==> config.mk <==
export PLATFORM = sky130hd
export DESIGN_NAME = mem_access
export DESIGN_NICKNAME = d
export VERILOG_FILES = /design/src/rtl/mem_access.sv
export SDC_FILE = /design/constraint.sdc
export NUM_CORES = 1
export LEC_CHECK = 0
export BUFFER_PORTS_ARGS = -buffer_cell sky130_fd_sc_hd__buf_4
export CAP_MARGIN = 20
export CORE_MARGIN = 10
export CORE_UTILIZATION = 49
export CTS_CLUSTER_SIZE = 25
export DETAILED_ROUTE_END_ITERATION = 8
export GPL_TIMING_DRIVEN = 0
export HOLD_SLACK_MARGIN = 0.03
export PLACE_DENSITY = 0.8
export SETUP_SLACK_MARGIN = 0.05
export SKIP_LAST_GASP = 1
export SLEW_MARGIN = 5
export SYNTH_ARGS = -nofsm -noshare
export SYNTH_HDL_FRONTEND = slang
export SYNTH_SLANG_ARGS = --single-unit
==> constraint.sdc <==
create_clock -name clk -period 4.18 [get_ports clk]
set_clock_uncertainty 0.1 [all_clocks]
set_input_delay 0.209 -clock clk [delete_from_list [all_inputs] [get_ports clk]]
set_output_delay 0.209 -clock clk [all_outputs]
set_load 0.005 [all_outputs]
==> src/rtl/mem_access.sv <==
// mem_access: load/store unit between the pipeline and a simple req/ack bus.
//
// A one-cycle start samples mem_op/addr/wdata. Loads and stores go through a
// single bus request (REQ) that waits for bus_ack or a timeout; NOPs complete
// immediately. Every accepted start produces exactly one one-cycle done pulse
// unless reset intervenes.
//
// Handshake: bus_req stays high from REQ entry until the edge that samples
// bus_ack=1 (or the timeout fires). bus_addr/bus_be/bus_we/bus_wdata are
// stable for the whole time bus_req is high. bus_ack is only looked at in REQ.
//
// Optional feature macro: MEM_ALIGN_CHECK_EN traps misaligned halfword/word
// accesses (done + err_misalign, no bus request). Without it, the low address
// bits that do not fit the access size are ignored.
//
// Ports:
//   clk, rst          clock, asynchronous active-high reset
//   start             one-cycle request (ignored while busy)
//   mem_op[3:0]       0 LB,1 LH,2 LW,3 LBU,4 LHU,8 SB,9 SH,10 SW, else NOP
//   addr[31:0]        byte address
//   wdata[31:0]       store data
//   busy              state is not IDLE (pipeline stall)
//   done              one-cycle completion pulse
//   rdata[31:0]       extended load result (held between loads)
//   err_misalign      error pulse aligned with done
//   err_timeout       error pulse aligned with done
//   bus_req/bus_we/bus_addr/bus_be/bus_wdata   bus request side
//   bus_ack/bus_rdata                          bus response side
//   dbg_state[1:0]    current FSM state (0 IDLE, 1 REQ, 2 DONE)
module mem_access #(
    parameter int TIMEOUT_CYC = 16
) (
    input  logic        clk,
    input  logic        rst,
    input  logic        start,
    input  logic [3:0]  mem_op,
    input  logic [31:0] addr,
    input  logic [31:0] wdata,
    output logic        busy,
    output logic        done,
    output logic [31:0] rdata,
    output logic        err_misalign,
    output logic        err_timeout,
    output logic        bus_req,
    output logic        bus_we,
    output logic [31:0] bus_addr,
    output logic [3:0]  bus_be,
    output logic [31:0] bus_wdata,
    input  logic        bus_ack,
    input  logic [31:0] bus_rdata,
    output logic [1:0]  dbg_state
);

    typedef enum logic [1:0] {
        S_IDLE = 2'd0,
        S_REQ  = 2'd1,
        S_DONE = 2'd2
    } state_t;

    typedef enum logic [1:0] {
        SZ_B = 2'd0,
        SZ_H = 2'd1,
        SZ_W = 2'd2
    } size_t;

    // Last counter value before the timeout fires: REQ lasts TIMEOUT_CYC cycles.
    localparam logic [7:0] TO_LAST = 8'(TIMEOUT_CYC - 1);

    state_t      state_q;
    logic [7:0]  cnt_q;
    logic        done_q;
    logic        err_mis_q;
    logic        err_to_q;
    logic [31:0] rdata_q;
    logic        bus_req_q;
    logic        bus_we_q;
    logic [31:0] bus_addr_q;
    logic [3:0]  bus_be_q;
    logic [31:0] bus_wdata_q;
    size_t       size_q;
    logic        sign_q;
    logic [1:0]  off_q;

    // Decode of the incoming request
    logic        is_ld;
    logic        is_st;
    logic        is_sign;
    size_t       size_in;
    logic        misaligned;
    logic [3:0]  be_d;
    logic [31:0] wdata_d;

    always_comb begin
        is_ld   = 1'b0;
        is_st   = 1'b0;
        is_sign = 1'b0;
        size_in = SZ_B;
        case (mem_op)
            4'd0:    begin is_ld = 1'b1; is_sign = 1'b1; size_in = SZ_B; end
            4'd1:    begin is_ld = 1'b1; is_sign = 1'b1; size_in = SZ_H; end
            4'd2:    begin is_ld = 1'b1; size_in = SZ_W; end
            4'd3:    begin is_ld = 1'b1; size_in = SZ_B; end
            4'd4:    begin is_ld = 1'b1; size_in = SZ_H; end
            4'd8:    begin is_st = 1'b1; size_in = SZ_B; end
            4'd9:    begin is_st = 1'b1; size_in = SZ_H; end
            4'd10:   begin is_st = 1'b1; size_in = SZ_W; end
            default: ;
        endcase
    end

`ifdef MEM_ALIGN_CHECK_EN
    always_comb begin
        misaligned = (is_ld || is_st) &&
                     (((size_in == SZ_H) && addr[0]) ||
                      ((size_in == SZ_W) && (addr[1:0] != 2'b00)));
    end
`else
    assign misaligned = 1'b0;
`endif

    always_comb begin
        be_d    = 4'b1111;
        wdata_d = wdata;
        case (size_in)
            SZ_B: begin
                be_d    = 4'b0001 << addr[1:0];
                wdata_d = {4{wdata[7:0]}};
            end
            SZ_H: begin
                be_d    = 4'b0011 << {addr[1], 1'b0};
                wdata_d = {2{wdata[15:0]}};
            end
            default: ;
        endcase
    end

    // Load extraction from the latched size/sign/offset
    logic [7:0]  byte_sel;
    logic [15:0] half_sel;
    logic [31:0] ext_d;

    always_comb begin
        case (off_q)
            2'd0:    byte_sel = bus_rdata[7:0];
            2'd1:    byte_sel = bus_rdata[15:8];
            2'd2:    byte_sel = bus_rdata[23:16];
            default: byte_sel = bus_rdata[31:24];
        endcase
        half_sel = off_q[1] ? bus_rdata[31:16] : bus_rdata[15:0];
        case (size_q)
            SZ_B:    ext_d = {{24{sign_q & byte_sel[7]}}, byte_sel};
            SZ_H:    ext_d = {{16{sign_q & half_sel[15]}}, half_sel};
            default: ext_d = bus_rdata;
        endcase
    end

    always_ff @(posedge clk or posedge rst) begin
        if (rst) begin
            state_q     <= S_IDLE;
            cnt_q       <= 8'd0;
            done_q      <= 1'b0;
            err_mis_q   <= 1'b0;
            err_to_q    <= 1'b0;
            rdata_q     <= 32'd0;
            bus_req_q   <= 1'b0;
            bus_we_q    <= 1'b0;
            bus_addr_q  <= 32'd0;
            bus_be_q    <= 4'd0;
            bus_wdata_q <= 32'd0;
            size_q      <= SZ_B;
            sign_q      <= 1'b0;
            off_q       <= 2'd0;
        end else begin
            // Pulses default low; only set on DONE entry.
            done_q    <= 1'b0;
            err_mis_q <= 1'b0;
            err_to_q  <= 1'b0;
            case (state_q)
                S_IDLE: begin
                    if (start) begin
                        if ((is_ld || is_st) && !misaligned) begin
                            state_q     <= S_REQ;
                            cnt_q       <= 8'd0;
                            bus_req_q   <= 1'b1;
                            bus_we_q    <= is_st;
                            bus_addr_q  <= {addr[31:2], 2'b00};
                            bus_be_q    <= be_d;
                            bus_wdata_q <= wdata_d;
                            size_q      <= size_in;
                            sign_q      <= is_sign;
                            off_q       <= addr[1:0];
                        end else begin
                            // NOP or trapped access: straight to DONE.
                            state_q   <= S_DONE;
                            done_q    <= 1'b1;
                            err_mis_q <= misaligned;
                            if (misaligned) begin
                                rdata_q <= 32'd0;
                            end
                        end
                    end
                end
                S_REQ: begin
                    // Ack is checked first so it wins over a same-cycle timeout.
                    if (bus_ack) begin
                        state_q   <= S_DONE;
                        done_q    <= 1'b1;
                        bus_req_q <= 1'b0;
                        bus_we_q  <= 1'b0;
                        if (!bus_we_q) begin
                            rdata_q <= ext_d;
                        end
                    end else if (cnt_q == TO_LAST) begin
                        state_q   <= S_DONE;
                        done_q    <= 1'b1;
                        err_to_q  <= 1'b1;
                        rdata_q   <= 32'd0;
                        bus_req_q <= 1'b0;
                        bus_we_q  <= 1'b0;
                    end else begin
                        cnt_q <= cnt_q + 8'd1;
                    end
                end
                S_DONE: begin
                    state_q <= S_IDLE;
                end
                default: begin
                    state_q <= S_IDLE;
                end
            endcase
        end
    end

    assign busy         = (state_q != S_IDLE);
    assign done         = done_q;
    assign rdata        = rdata_q;
    assign err_misalign = err_mis_q;
    assign err_timeout  = err_to_q;
    assign bus_req      = bus_req_q;
    assign bus_we       = bus_we_q;
    assign bus_addr     = bus_addr_q;
    assign bus_be       = bus_be_q;
    assign bus_wdata    = bus_wdata_q;
    assign dbg_state    = state_q;

endmodule

==> results of run 1 <==
critical path: cells and delay by family:
family	cells	cell delay, ns
buffers and inverters	4	1.56
and+or+nand+nor	2	0.94
AOI/OAI and AO/OA	2	0.49
timing repair:
action / in CTS / in global routing
hold endpoints to repair: 216 / 0
hold buffers: 99 / 0
buffers inserted: 0 / 0
worst max path at each step:
stage                      start            end
floorplan                    rst   bus_addr[10]
global placement             rst      rdata[25]
detailed placement      cnt_q[0]       rdata[2]
CTS                 dbg_state[1]         sign_q
global route           mem_op[3]  bus_wdata[24]
finish                 mem_op[3]  bus_wdata[24]
final cells by class:
cell class | instances | share of cell area [%]
flip-flops and latches | 117 | 33.2
repair buffers | 305 | 29.0
multi-input cells | 399 | 26.0
clock buffers | 19 | 5.00
plain buffers | 42 | 2.51
well taps | 140 | 1.98
clock inverters | 13 | 1.77
inverters | 9 | 0.439
diodes | 4 | 0.113
flip-flops by register name, summed over array words and instances, names as in the netlist:
signal,flops
size_q,2
bus_we,1
err_timeout,1
bus_wdata,32
bus_req,1
sign_q,1
off_q,2
dbg_state,2
rdata,32
bus_addr,30
done,1
bus_be,4
cnt_q,8
cells by family after synthesis:
kind of cell,share of synthesized area [%]
xor gates and xnor gates,0.800
AOI/OAI and AO/OA,19.5
other,0.0685
muxes,1.76
buffers and inverters,4.66
and+or+nand+nor,19.5
DFF,53.5
adders and majority gates,0.229
power by group through the flow:
stage	Sequential (mW)	Clock, mW	Combinational, mW
after global placement	1.79	0	1.57
after floorplan	1.79	0	0.669
final	1.84	1.50	1.80
after detailed placement	1.81	0	1.61
after global routing	1.88	1.54	1.94
after CTS	1.80	1.48	1.72
cell usage in the layout, fill, tap and decap left out, types with 4 or more instances in the layout:
cell type | Yosys | final
a211oi_1 | 8 | 8
buf_2 | 18 | 18
a21o_1 | 9 | 9
mux2i_1 | 4 | 4
o21ai_0 | 23 | 23
clkinvlp_4 | 0 | 5
o2bb2ai_1 | 9 | 9
o21ai_1 | 16 | 16
inv_1 | 9 | 8
diode_2 | 0 | 4
a221oi_1 | 9 | 9
clkbuf_16 | 0 | 16
buf_4 | 9 | 214
a221o_1 | 16 | 16
o22a_1 | 4 | 4
clkbuf_1 | 14 | 14
a21oi_1 | 11 | 11
a22o_1 | 8 | 8
dfrtp_1 | 117 | 117
clkinv_2 | 0 | 4
nand2_1 | 169 | 169
nor2b_1 | 6 | 6
nor4_1 | 10 | 10
nor2_1 | 22 | 22
o21bai_1 | 9 | 9
a31oi_1 | 14 | 14
dlygate4sd3_1 | 0 | 99
layer usage:
| metal | vias up | global-route usage, % | routed length [um] |
|---|---|---|---|
| met5 | - | 0 | 17 |
| met1 | 3012 | 32.9 | 8490 |
| met2 | 500 | 49.7 | 11600 |
| met4 | 2 | 14.4 | 1140 |
| met3 | 122 | 10.7 | 2790 |
| li1 | 2649 | - | - |
metrics by stage:
stage	cells	util, %
floorplan	567	-
global placement	912	66.1
detailed placement	913	66.4
CTS	1044	81.0
global route	1047	81.1
finish	1048	81.1
==> impl_metrics.tcl, run 1 <==
set metrics [dict create \
    status "completed" \
    drtIter0Drc 623 \
    htree_levels 4 \
    rsz0062_at_grt "no" \
    synth_top_cell_by_area "dfrtp_1" \
    period_minus_slack_ns 2.91 \
    clkSinkCount 117 \
    multi_input_area_mm2 0.00230 \
    numCtsBuffers 17 \
    rows 38 \
    ys.flop_type "dfrtp_1" \
    netlist_area_mm2 0.00547 \
    worst_pin_slew_ns 1.00 \
    slew_violations 0 \
    power_switching_mw 1.71 \
    hold_start "bus_rdata[14]" \
    synth_cell_types 58 \
    layout-drive-gt1-share_pct 31.3 \
    cp_common_cell "dlygate4sd3_1" \
    wl_um 24000 \
    hold_viol_final 0 \
    yosysSeqAreaShare_pct 53.5 \
    period_share_pct 69.5 \
    syn_inst 565 \
    pre_cts_slack_ns 1.82 \
    slew_headroom_pct 33.0 \
    r2r_cells 7 \
    dpl_cell_area_mm2 0.00723 \
    synth_top_area_share_pct 53.5 \
    finalSetupTns_ns 0 \
    gr-total-overflow 0 \
    die_area_mm2 0.0158 \
    port_buffers 205 \
    cts_tree "yes" \
    holdPathEnd "rdata[14]" \
    area_growth_pct 61.3 \
    synth_edf_count 0 \
    async_flop_share_pct 100 \
    r2r_slack_ns 1.43 \
    swShare_pct 33.3 \
    grt_pass1_wl_um 37600 \
    r2r-start "dbg_state[1]" \
    r2r_end "bus_wdata[28]" \
    yosys_warnings 0 \
    hold_path.class "in -> reg" \
    synth_area_leaders "dfrtp_1 (53%), nand2_1 (12%), a221o_1 (2.9%)" \
    cts_root_buf "clkbuf_8" \
    pwr-share-clk_pct 29.1 \
    crit_chain "dlygate4sd3_1 > buf_4 > nor4b_2 > nor2_2 > buf_2 > o21bai_1 > o21ai_1 > dlygate4sd3_1" \
    p_per_area_mw_per_mm2 582 \
    path_class "in -> reg" \
    max_freq_mhz 344 \
    cpMaxStageDelayCell "nor4b_2" \
    drc 0 \
    pin_count 212 \
    nFillCells 561 \
    p_comb_share_pct 35.0 \
    layout.nets 996 \
    worstSetupStartpointType "primary input" \
    drv_cap 0 \
    avgSynthCellArea_um2 9.69 \
    slowest_delay_ns 0.82 \
    timing.final.ws_setup_ns 1.27 \
    ir_drop_mv 0.362 \
    grt_pass1_vias 6633 \
    grt_antenna_before_repair 5 \
    place_hpwl_um 14400 \
    ctsResizeCount 0 \
    arrival_ns 3.21 \
    leakage_nw 4.37 \
    initial_core_util_pct 50.3 \
    wl_per_cell_um 22.9 \
    synth.most_common_cell "nand2_1" \
    die_width_um 126 \
    gp_congestion 0.900 \
    hold_depth 4 \
    grt_max_degree 94 \
    coreArea_mm2 0.0109 \
    seqCellArea_mm2 0.00293 \
    fp.dieH_um 126 \
    ys_top_cells_by_count "nand2_1 (169), dfrtp_1 (117), o21ai_0 (23)" \
    ant_nets 0 \
    postLayoutCellArea_mm2 0.00883 \
    setup_violations 0 \
    clkLatencyLatePin_ns 0.53 \
    clockBufferDepth 2 \
    cp_max_fo 10 \
    vias 6285 \
    p_int_mw 3.43 \
    seq_power_share_pct 35.9 \
    endpoint_kind "flop" \
    clk_pin_slew_worst_paths_ns 0.06 \
    p_total_mw 5.14 \
    dr.pass1.iters 7 \
    holdWs_ns 0.0527 \
    synth.ff_latch_count 117 \
    grt_util_all_layers_pct 29.7 \
    viasPerCell 6.00 \
    required_ns 4.48 \
]
No activity file was read; power rests on OpenSTA's default activity.
==> run 2, diff against run 1 <==
--- a/config.mk
+++ b/config.mk
@@ -5,15 +5,16 @@
 export SDC_FILE = /design/constraint.sdc
 export NUM_CORES = 1
 export LEC_CHECK = 0
+export ABC_AREA = 1
 export BUFFER_PORTS_ARGS = -buffer_cell sky130_fd_sc_hd__buf_4
 export CAP_MARGIN = 20
 export CORE_MARGIN = 10
-export CORE_UTILIZATION = 49
+export CORE_UTILIZATION = 50
 export CTS_CLUSTER_SIZE = 25
 export DETAILED_ROUTE_END_ITERATION = 8
 export GPL_TIMING_DRIVEN = 0
 export HOLD_SLACK_MARGIN = 0.03
-export PLACE_DENSITY = 0.8
+export PLACE_DENSITY = 0.81
 export SETUP_SLACK_MARGIN = 0.05
 export SKIP_LAST_GASP = 1
 export SLEW_MARGIN = 5
==> constraint.sdc (replaced) <==
create_clock -name clk -period 3 [get_ports clk]
set_clock_uncertainty 0.1 [all_clocks]
set_input_delay 0.15 -clock clk [delete_from_list [all_inputs] [get_ports clk]]
set_output_delay 0.15 -clock clk [all_outputs]
set_load 0.005 [all_outputs]
==> impl_metrics.tcl, run 2 <==
set metrics [dict create \
    synth_top_cell_by_area "dfrtp_1" \
    synth_area_leaders "dfrtp_1 (51%), nand2_1 (27%), nand3_1 (6.5%)" \
    endpoint_kind "flop" \
    worst_pin_slew_ns 0.544 \
    fin_cells 1275 \
    leakage_nw 5.13 \
    fp.dieH_um 128 \
    finalSetupTns_ns 0 \
    final_core_util_pct 80.3 \
    synth_edf_count 0 \
    wl_per_cell_um 18.2 \
    hold_path.class "in -> reg" \
    avgSynthCellArea_um2 7.34 \
    layout-drive-gt1-share_pct 25.1 \
    async_flop_share_pct 100 \
    layout_common_cells "nand2_1 (411), buf_4 (219), dfrtp_1 (117)" \
    yosys_warnings 0 \
    clkLatencyLatePin_ns 0.41 \
    max_freq_mhz 408 \
    rsz0062_at_grt "no" \
    place_hpwl_um 14500 \
    drc 0 \
    grt_util_all_layers_pct 28.2 \
    clkSinkCount 117 \
    wl_um 23200 \
    dpl.cell_count 1144 \
    r2r_cells 7 \
    synth_cell_types 28 \
    clk_pin_slew_worst_paths_ns 0.05 \
    hold_viol_final 0 \
    ant_nets 0 \
    synth.ff_latch_count 117 \
    postLayoutCellArea_mm2 0.00913 \
    rows 39 \
    grt_pass1_wl_um 36800 \
    viasPerCell 5.37 \
    numCtsBuffers 17 \
    ir_drop_mv 0.502 \
    ys_top_cells_by_count "nand2_1 (411), dfrtp_1 (117), nand3_1 (75)" \
    drv_cap 0 \
    coreArea_mm2 0.0114 \
    required_ns 3.25 \
    period_share_pct 81.7 \
    status "completed" \
    cts_tree "yes" \
    final_common_cell "nand2_1" \
    port_buffers 208 \
    initial_core_util_pct 50.9 \
    cts_root_buf "clkbuf_16" \
    drtIter0Drc 699 \
    synth.most_common_cell "nand2_1" \
    pre_cts_slack_ns 1.15 \
    die_area_mm2 0.0163 \
    slew_violations 0 \
    netlist_area_mm2 0.00579 \
    gp_congestion 0.907 \
    timing.final.ws_setup_ns 0.548 \
    setup_violations 0 \
    dr.pass1.iters 6 \
    cp_max_fo 10 \
    path_class "in -> reg" \
    vias 6841 \
    ys.flop_type "dfrtp_1" \
    clockBufferDepth 2 \
    synth_top_area_share_pct 50.6 \
    period_minus_slack_ns 2.45 \
    die_width_um 128 \
    worstSetupStartpointType "primary input" \
    num_antenna_cells 0 \
    arrival_ns 2.70 \
    layout.nets 1226 \
    p_per_area_mw_per_mm2 743 \
    slew_headroom_pct 63.7 \
    grt_pass1_vias 6924 \
    syn_inst 788 \
    holdWs_ns 0.0483 \
    pin_count 212 \
    yosysSeqAreaShare_pct 50.6 \
    hold_depth 5 \
    grt_max_degree 41 \
    p_total_mw 6.78 \
    dpl_cell_area_mm2 0.00760 \
    gr-total-overflow 0 \
    grt_antenna_before_repair 0 \
    nFillCells 719 \
    htree_levels 4 \
    area_growth_pct 57.8 \
]
-- run 2: changes by cell type in the layout (fill, tap and decap cells not counted), sizes merged, moves of 8 or more --
cell     before  now
a31oi        14    0
o2bb2ai       9    0
a21o          9    0
a211oi        8    0
a22o          8    0
o21ai        39   22
o21bai        9    1
a221oi        9    0
inv           9   39
nand2       169  413
nor2         24   48
nor4         11    0
nand3         1   78
a221o        16    0
-- run 2: final timing paths --
kind	startpoint	end	slack, ns
setup / recovery	mem_op[2]	bus_wdata[25]	0.55
hold / removal	bus_rdata[22]	rdata[22]	0.05
setup reg to reg	dbg_state[1]	bus_we	0.94
hold reg to reg	bus_be[0]	bus_be[0]	0.38
max in group asynchronous	rst	rdata[14]	1.78
min in group asynchronous	rst	bus_wdata[7]	0.26
-- run 2: worst max-delay path, cell delays in order --
cell	delay, ns
dlygate4sd3_1	0.54
buf_4	0.15
inv_1	0.13
nand3_2	0.26
inv_1	0.26
buf_2	0.29
nand2_1	0.12
nand2_1	0.10
dlygate4sd3_1	0.55
nand2_1	0.05
nand2_1	0.08
-- run 2: layout make-up --
cell class | instances | area [um^2] | share of cell area (%)
well taps | 143 | 179 | 1.96
clock inverters | 5 | 25.0 | 0.274
repair buffers | 312 | 2630 | 28.8
inverters | 40 | 154 | 1.69
plain buffers | 39 | 224 | 2.45
clock buffers | 25 | 495 | 5.43
flip-flops and latches | 117 | 2930 | 32.1
multi-input cells | 594 | 2490 | 27.3
-- run 2: logic make-up after synthesis --
family	count (synthesis)	share of synthesized area, %
AO/OA/AOI/OAI	36	3.33
XOR/XNOR	2	0.303
adder cells (fa/ha/maj)	1	0.216
buffers and inverters	79	6.46
flip-flops	117	50.6
other	1	0.0648
AND/OR/NAND/NOR	552	39.0
-- run 2: what timing repair did --
item	CTS	global route
endpoints found under the hold margin	125	0
gates resized for setup	0	0
setup buffers	0	0
hold buffers	101	0
-- run 2: per-layer routing --
| metal | up-vias | global-route usage [%] | share of wire, % |
|---|---|---|---|
| met5 | - | 0 | 0 |
| met4 | 0 | 13.8 | 4.3 |
| met3 | 97 | 9.93 | 11 |
| met2 | 449 | 46.1 | 48 |
| met1 | 3180 | 32.2 | 37 |
| li1 | 3115 | - | - |
-- run 2: power breakdown --
group	internal, mW	switching [mW]	total, mW
Clock	1.12	0.698	1.82
Combinational	1.23	1.22	2.45
Sequential	2.13	0.377	2.51
Total	4.48	2.30	6.78
==> run 3, diff against run 2 <==
==> constraint.sdc (replaced) <==
create_clock -name clk -period 2.3 [get_ports clk]
set_clock_uncertainty 0.1 [all_clocks]
set_input_delay 0.115 -clock clk [delete_from_list [all_inputs] [get_ports clk]]
set_output_delay 0.115 -clock clk [all_outputs]
set_load 0.005 [all_outputs]
==> impl_metrics.tcl, run 3 (synthesis gave the netlist of run 2 again) <==
set metrics [dict create \
    grt_antenna_before_repair 1 \
    area_growth_pct 59.3 \
    cts_root_buf "clkbuf_16" \
    clockBufferDepth 2 \
    ant_nets 0 \
    period_minus_slack_ns 2.27 \
    arrival_ns 2.49 \
    grt_pass1_wl_um 37100 \
    cts_tree "yes" \
    numCtsBuffers 17 \
    max_freq_mhz 440 \
    endpoint_kind "flop" \
    hold_path.class "in -> reg" \
    drv_cap 0 \
    p_per_area_mw_per_mm2 963 \
    rows 39 \
    die_width_um 128 \
    grt_max_degree 41 \
    fin_cells 1282 \
    grt_pass1_vias 7009 \
    cp_max_fo 10 \
    slew_violations 0 \
    drc 0 \
    drtIter0Drc 823 \
    dpl.cell_count 1144 \
    place_hpwl_um 14500 \
    layout_common_cells "nand2_1 (410), buf_4 (219), dfrtp_1 (117)" \
    coreArea_mm2 0.0114 \
    viasPerCell 5.41 \
    status "completed" \
    gr-total-overflow 0 \
    port_buffers 208 \
    dr.pass1.iters 6 \
    setup_violations 0 \
    gp_congestion 0.907 \
    wl_per_cell_um 18.4 \
    fp.dieH_um 128 \
    clk_pin_slew_worst_paths_ns 0.06 \
    leakage_nw 5.15 \
    period_share_pct 98.7 \
    slew_headroom_pct 64.9 \
    initial_core_util_pct 50.9 \
    clkLatencyLatePin_ns 0.42 \
    pin_count 212 \
    clkSinkCount 117 \
    layout-drive-gt1-share_pct 25.3 \
    required_ns 2.51 \
    worstSetupStartpointType "primary input" \
    path_class "in -> reg" \
    htree_levels 4 \
    grt_util_all_layers_pct 28.4 \
    vias 6930 \
    hold_viol_final 0 \
    p_total_mw 8.87 \
    final_common_cell "nand2_1" \
    wl_um 23600 \
    layout.nets 1232 \
    die_area_mm2 0.0163 \
    rsz0062_at_grt "yes" \
    ir_drop_mv 0.650 \
    worst_pin_slew_ns 0.526 \
]
==> run 3: critical path, stage by stage <==
cell and delay [ns]:
dlygate4sd3_1 0.54, buf_4 0.15, inv_1 0.16, nand3_1 0.21, nand2_2 0.28, nand2_1 0.10
nand2_1 0.13, nand2_1 0.09, dlygate4sd3_1 0.57, nand2_1 0.08, nand2_1 0.06
==> run 3: final cells by class <==
class | count | area (um^2)
Buffer | 39 | 226
Tap cell | 143 | 179
Clock buffer | 25 | 495
Fill cell | 692 | 2150
Antenna cell | 1 | 2.50
Sequential cell | 117 | 2930
Timing Repair Buffer | 318 | 2690
Clock inverter | 5 | 25.0
Inverter | 40 | 156
Multi-Input combinational cell | 594 | 2510
==> run 3: worst paths after layout <==
kind,startpoint,end,slack (ns),cells past startpoint
min,bus_rdata[4],rdata[4],0.09,5
min in group asynchronous,rst,bus_wdata[22],0.22,3
max in group asynchronous,rst,rdata[31],1.11,5
max,mem_op[2],bus_wdata[27],0.03,11
min reg2reg,bus_be[0],bus_be[0],0.38,2
max reg2reg,dbg_state[1],bus_we,0.24,7
==> run 3: per-layer routing <==
| metal | vias to the layer above | wire length, um | GRT usage (%) |
|---|---|---|---|
| li1 | 3134 | - | - |
| met5 | - | 0 | 0 |
| met2 | 491 | 11300 | 46.6 |
| met3 | 103 | 2590 | 9.59 |
| met1 | 3202 | 8780 | 32.7 |
| met4 | 0 | 972 | 13.9 |
==> run 3: where the power goes <==
| part | internal [mW] | switching [mW] | leakage, nW |
|---|---|---|---|
| logic | 1.61 | 1.61 | 3.39 |
| clock network | 1.47 | 0.910 | 0.263 |
| registers | 2.78 | 0.494 | 1.50 |
| total | 5.86 | 3.01 | 5.15 |
==> run 3: timing repair <==
| item | CTS | global route |
|---|---|---|
| setup buffers | 0 | 0 |
| hold endpoints to repair | 153 | 0 |
| resized for setup | 0 | 11 |
| hold buffers | 107 | 0 |
| setup endpoints to repair | 0 | 5 |
==> run 3: per-stage QoR <==
step	utilization [%]	worst slack, ns	cell area [um^2]	TNS, ns	hold slack (ns)
after detailed placement	66.8	0.455	7600	0	0.0872
after global routing	81.1	-0.0303	9220	-0.0364	0.151
after floorplan	-	0.658	5800	0	0.125
after CTS	80.8	0.127	9190	0	0.0478
after global placement	66.3	-0.138	7540	-15.55	0.209
final	81.1	0.0289	9220	0	0.0872
